**config.mk**
```make
export PLATFORM = sky130hd
export DESIGN_NAME = simd_mul_wb
export DESIGN_NICKNAME = d
export VERILOG_FILES = /design/src/rtl/simd_mul_wb.sv
export SDC_FILE = /design/constraint.sdc
export NUM_CORES = 1
export LEC_CHECK = 0
export CAP_MARGIN = 0
export CORE_ASPECT_RATIO = 1.2
export CORE_UTILIZATION = 60
export DETAILED_ROUTE_END_ITERATION = 8
export DONT_BUFFER_PORTS = 1
export PLACE_DENSITY = 0.75
export SLEW_MARGIN = 20
export SYNTH_ARGS = -nofsm -noshare
export SYNTH_HDL_FRONTEND = slang
export SYNTH_SLANG_ARGS = --single-unit
```
**constraint.sdc**
```tcl
create_clock -name clk_i -period 5.5 [get_ports clk_i]
set_clock_uncertainty 0.15 [all_clocks]
set_input_delay 0.55 -clock clk_i [delete_from_list [all_inputs] [get_ports clk_i]]
set_output_delay 0.55 -clock clk_i [all_outputs]
set_load 0.02 [all_outputs]
```
**src/rtl/simd_mul_wb.sv**
```systemverilog
// simd_mul_wb: buffers multiplier results and writes them to the VRF at consecutive word addresses
module simd_mul_wb #(
    parameter int Depth     = 2,
    parameter int AddrWidth = 10,
    parameter int LenWidth  = 16
) (
    input  logic                 clk_i,
    input  logic                 rst_i,
    input  logic                 cmd_valid_i,
    output logic                 cmd_ready_o,
    input  logic [AddrWidth-1:0] cmd_addr_i,
    input  logic [LenWidth-1:0]  cmd_len_i,
    input  logic                 res_valid_i,
    output logic                 res_ready_o,
    input  logic [63:0]          res_data_i,
    input  logic [7:0]           res_strb_i,
    output logic                 wb_req_o,
    input  logic                 wb_gnt_i,
    output logic [AddrWidth-1:0] wb_addr_o,
    output logic [63:0]          wb_data_o,
    output logic [7:0]           wb_be_o,
    output logic                 busy_o,
    output logic                 done_o
);
    localparam int PW = Depth > 1 ? $clog2(Depth) : 1;
    localparam int CW = $clog2(Depth + 1);
    typedef enum logic [1:0] {S_IDLE, S_RUN, S_DONE} state_t;
    state_t               r_state;
    logic [63:0]          r_data [Depth];
    logic [7:0]           r_strb [Depth];
    logic [PW-1:0]        r_wptr, r_rptr;
    logic [CW-1:0]        r_cnt;
    logic [AddrWidth-1:0] r_addr;
    logic [LenWidth-1:0]  r_acc, r_ret;
    logic                 w_run, w_full, w_push, w_req, w_pop;
    assign w_run       = r_state == S_RUN;
    assign w_full      = r_cnt == CW'(Depth);
    assign res_ready_o = w_run && r_acc != '0 && !w_full;
    assign w_push      = res_valid_i && res_ready_o;
    assign w_req       = w_run && r_cnt != '0 && r_strb[r_rptr] != 8'h00;
    assign w_pop       = w_run && r_cnt != '0 && (r_strb[r_rptr] == 8'h00 || wb_gnt_i);
    assign cmd_ready_o = r_state == S_IDLE;
    assign busy_o      = w_run;
    assign done_o      = r_state == S_DONE;
    assign wb_req_o    = w_req;
    assign wb_addr_o   = w_req ? r_addr : '0;
    assign wb_data_o   = w_req ? r_data[r_rptr] : '0;
    assign wb_be_o     = w_req ? r_strb[r_rptr] : '0;
    // result storage; contents only matter while counted as occupied
    always_ff @(posedge clk_i) begin
        if (w_push) begin
            r_data[r_wptr] <= res_data_i;
            r_strb[r_wptr] <= res_strb_i;
        end
    end
    // control FSM, FIFO pointers, address walk and word counters
    always_ff @(posedge clk_i or posedge rst_i) begin
        if (rst_i) begin
            r_state <= S_IDLE;
            r_wptr  <= '0;
            r_rptr  <= '0;
            r_cnt   <= '0;
            r_addr  <= '0;
            r_acc   <= '0;
            r_ret   <= '0;
        end else begin
            if (w_push) begin
                r_wptr <= r_wptr == PW'(Depth - 1) ? '0 : r_wptr + PW'(1);
                r_acc  <= r_acc - LenWidth'(1);
            end
            if (w_pop) begin
                r_rptr <= r_rptr == PW'(Depth - 1) ? '0 : r_rptr + PW'(1);
                r_ret  <= r_ret - LenWidth'(1);
                r_addr <= r_addr + AddrWidth'(1);
            end
            r_cnt <= r_cnt + CW'(w_push) - CW'(w_pop);
            case (r_state)
                S_IDLE: if (cmd_valid_i) begin
                    r_state <= S_RUN;
                    r_addr  <= cmd_addr_i;
                    r_acc   <= cmd_len_i;
                    r_ret   <= cmd_len_i;
                end
                S_RUN: if (r_ret == '0 || (w_pop && r_ret == LenWidth'(1))) r_state <= S_DONE;
                default: r_state <= S_IDLE;
            endcase
        end
    end
endmodule

```
==> out/metrics.csv <==
stage;metric;value;unit
cells_and_area;fill_cells;907;
logic_synthesis;synthCells;606;
setup_path;critPathKind;flip-flop to primary output;
floorplan;core.rowCount;46;
cells_and_area;syn_to_final_growth;9.569;%
floorplan;die_area;13980;um2
cells_and_area;final_common_cell;edfxtp_1;
logic_synthesis;synth_top_cell_area_share;53.34;%
place;port_buffers;0;
logic_synthesis;synthSimpleGateAreaFrac;11.88;%
logic_synthesis;synth_cell_type_count;46;
timing;period_minus_slack;3.883;ns
run;cap_violations;0;
logic_synthesis;synthAdderAreaFrac;0.9261;%
logic_synthesis;synth_xor_area_share;3.889;%
grt;grt_max_degree;73;
setup_path;worst_r2r_endpoint;r_cnt[1];
logic_synthesis;yosys_register_bits;192;
timing;relSlewSlack;34.65;%
setup_path;cp_cell_sequence;or4b_1, o22ai_2, nand2_1, nand2_2, buf_4, nor2_1;
grt;track_usage;22.70;%
logic_synthesis;yosysSeqAreaShare;68.16;%
setup_path;critPathRequiredTime;4.80;ns
logic_synthesis;synth_area;8107;um2
cts;post_cts_resized;0;
drt;final_antenna_net_count;0;
cells_and_area;nets;716;
timing;max_freq;257.5;MHz
grt;grt_pass1_vias;4599;
timing;worstMarginPinSlew;0.9650;ns
pwr;max-vdd-ir-drop;0.3151;mV
cts;clk_latency;0.42;ns
floorplan;die_w;108.1;um
logic_synthesis;synth_top_family_by_area;simple AND/OR/NAND/NOR gates;
grt;antenna_found_initial;1;
cts;clkSinkCount;192;
worst_hold_path;hp-class;input pin to asynchronous set/reset pin;
place;place_inst;755;
drt;wl_per_cell;19.52;um
cts;post_cts_buffers;0;
logic_synthesis;synthMuxAreaShare;8.890;%
timing;hold_slack;0.02787;ns
drt;via_count;4768;
drt;drt_first_pass_iters;5;
place;hpwl;10320;um
cts;cts_max_level;4;
timing;setup_tns;0;ns
cells_and_area;layout-drive-gt1-share;8.226;%
drt;routed_wl;15400;um
timing;finalSetupViolations;0;
grt;grt_pass1_wl;23360;um
place;place.gp.congestion;0.8192;
logic_synthesis;synthArstFlopShare;25.00;%
floorplan;fp.coreArea;13180;um2
floorplan;die_h;129.3;um
timing;hold_violations;0;
cts;clockRootBuffer;clkbuf_16;
logic_synthesis;synth.largest_area_cell;edfxtp_1;
floorplan;num_io_pins;190;
setup_path;r2r_cells;10;
logic_synthesis;synthFlopType;edfxtp_1;
setup_path;crit_slowest_cell;dfrtp_4;
cts;clkTransAtPathRegs;0.07;ns
logic_synthesis;synth_edf_count;144;
logic_synthesis;syn-num-nets;715;
logic_synthesis;syn_area_per_cell;13.38;um2
cts;cts_made_buffers;17;
cells_and_area;mostFrequentLayoutCells;edfxtp_1, nor2_1, mux2i_1;
setup_path;ff2ff_setup_slack;2.23;ns
logic_synthesis;synth_compound_area_share;4.445;%
place;place_ws;1.984;ns
pwr;power.total;5.124;mW
pwr;power_density;576.9;nW/um2
logic_synthesis;yosys_warnings;0;
timing;rsz0062_at_grt;no;
setup_path;startpoint_type;flip-flop;
outcome;outcome;finished, final reports clean;
cells_and_area;seq_area;5529;um2
cells_and_area;fin_cells;789;
setup_path;r2r-start;r_rptr;
grt;grt-ovfl-total;0;
logic_synthesis;synthTopCellsByArea;edfxtp_1, dfrtp_1, mux2i_1;
floorplan;initial_core_util;61.51;%
cells_and_area;multi_input_area;2455;um2
setup_path;endpoint_kind;primary output;
cts;cts.hold.buffers_added;0;
setup_path;cp.arrival;3.18;ns
drt;remaining_drc_errors;0;
drt;viasPerCell;6.043;
setup_path;cp_max_fo;55;
timing;post-route-period-util;70.60;%
timing;final_max_slew_viol_count;0;
setup_path;critPathMaxStageDelay;0.78;ns
pwr;leakage;3.229;nW
drt;drtIter0Drc;324;
timing;setup_ws;1.617;ns
cts;clock_path_buffers;2;
cts;cts_tree;done;
cells in the mapped netlist, types with 5 or more instances:
master / n
or4_1: 5
a21oi_1: 32
and2_1: 9
xor2_1: 7
or3_1: 6
xnor2_1: 29
nor3_1: 14
ha_1: 6
clkbuf_1: 18
nor2_1: 113
nand3_1: 13
inv_1: 12
nor4_1: 8
nand2_1: 14
buf_1: 7
dfrtp_1: 48
edfxtp_1: 144
mux2i_1: 72
a31oi_1: 9
per-stage QoR:
step	area, um2	util, %
floorplan	8107	-
global placement	8292	62.91
detailed placement	8292	62.91
CTS	8852	67.16
global route	8882	67.39
finish	8882	67.39
worst max-delay path, delay by kind of cell (launching register included):
family | cells | cell delay [ns]
AO/OA/AOI/OAI | 1 | 0.22
buffers and inverters | 1 | 0.52
flip-flops | 1 | 0.78
AND/OR/NAND/NOR | 4 | 1.17
registers in the layout, indices dropped and copies added (netlist names):
register  cells
r_ret        16
r_rptr        1
r_wptr        1
r_data      128
r_cnt         2
r_addr       10
r_state       2
r_acc        16
r_strb       16
kinds of logic (layout without fill, tap and decap cells):
logic type | Yosys count | after routing
buf+inv | 38 | 52
flops | 192 | 192
compound gates | 60 | 60
other cells | 0 | 1
mux | 72 | 72
fa+ha+maj | 6 | 6
xor+xnor | 36 | 36
simple gates | 202 | 202
routing by layer:
layer	vias to the layer above	part of all wire [%]	global-route usage, %
met4	0	2.0	9.589
met3	22	7.8	7.294
met1	2356	38	27.18
met2	180	52	37.84
li1	2210	-	-
met5	-	0	0
worst max path at each step:
stage | startpoint | slack (ns) | to | depth (start not counted)
after floorplan | r_state[1] | 0.57 | r_data[0][0] | 5
after global placement | r_state[1] | 2.04 | r_data[1][59] | 5
after detailed placement | r_state[1] | 1.98 | r_data[1][5] | 5
after CTS | r_rptr | 1.58 | wb_data_o[5] | 6
after global routing | r_state[1] | 1.43 | wb_data_o[19] | 5
final | r_rptr | 1.62 | wb_data_o[5] | 6
area by class of cell:
cell class	count	share of cell area [%]
antenna	1	0.02817
clock buffer	20	4.916
clock inverter	12	1.395
inverter	12	0.5071
multi-input combinational	376	27.64
sequential	192	62.25
tap	168	2.367
timing repair buffer	8	0.9015
power by group:
group / internal [mW] / switching (mW) / total [mW]
Sequential: 1.98 / 0.266 / 2.25
Combinational: 0.514 / 1.20 / 1.71
Clock: 0.634 / 0.528 / 1.16
Total: 3.13 / 1.99 / 5.12
(Power assumes the default switching activity.)
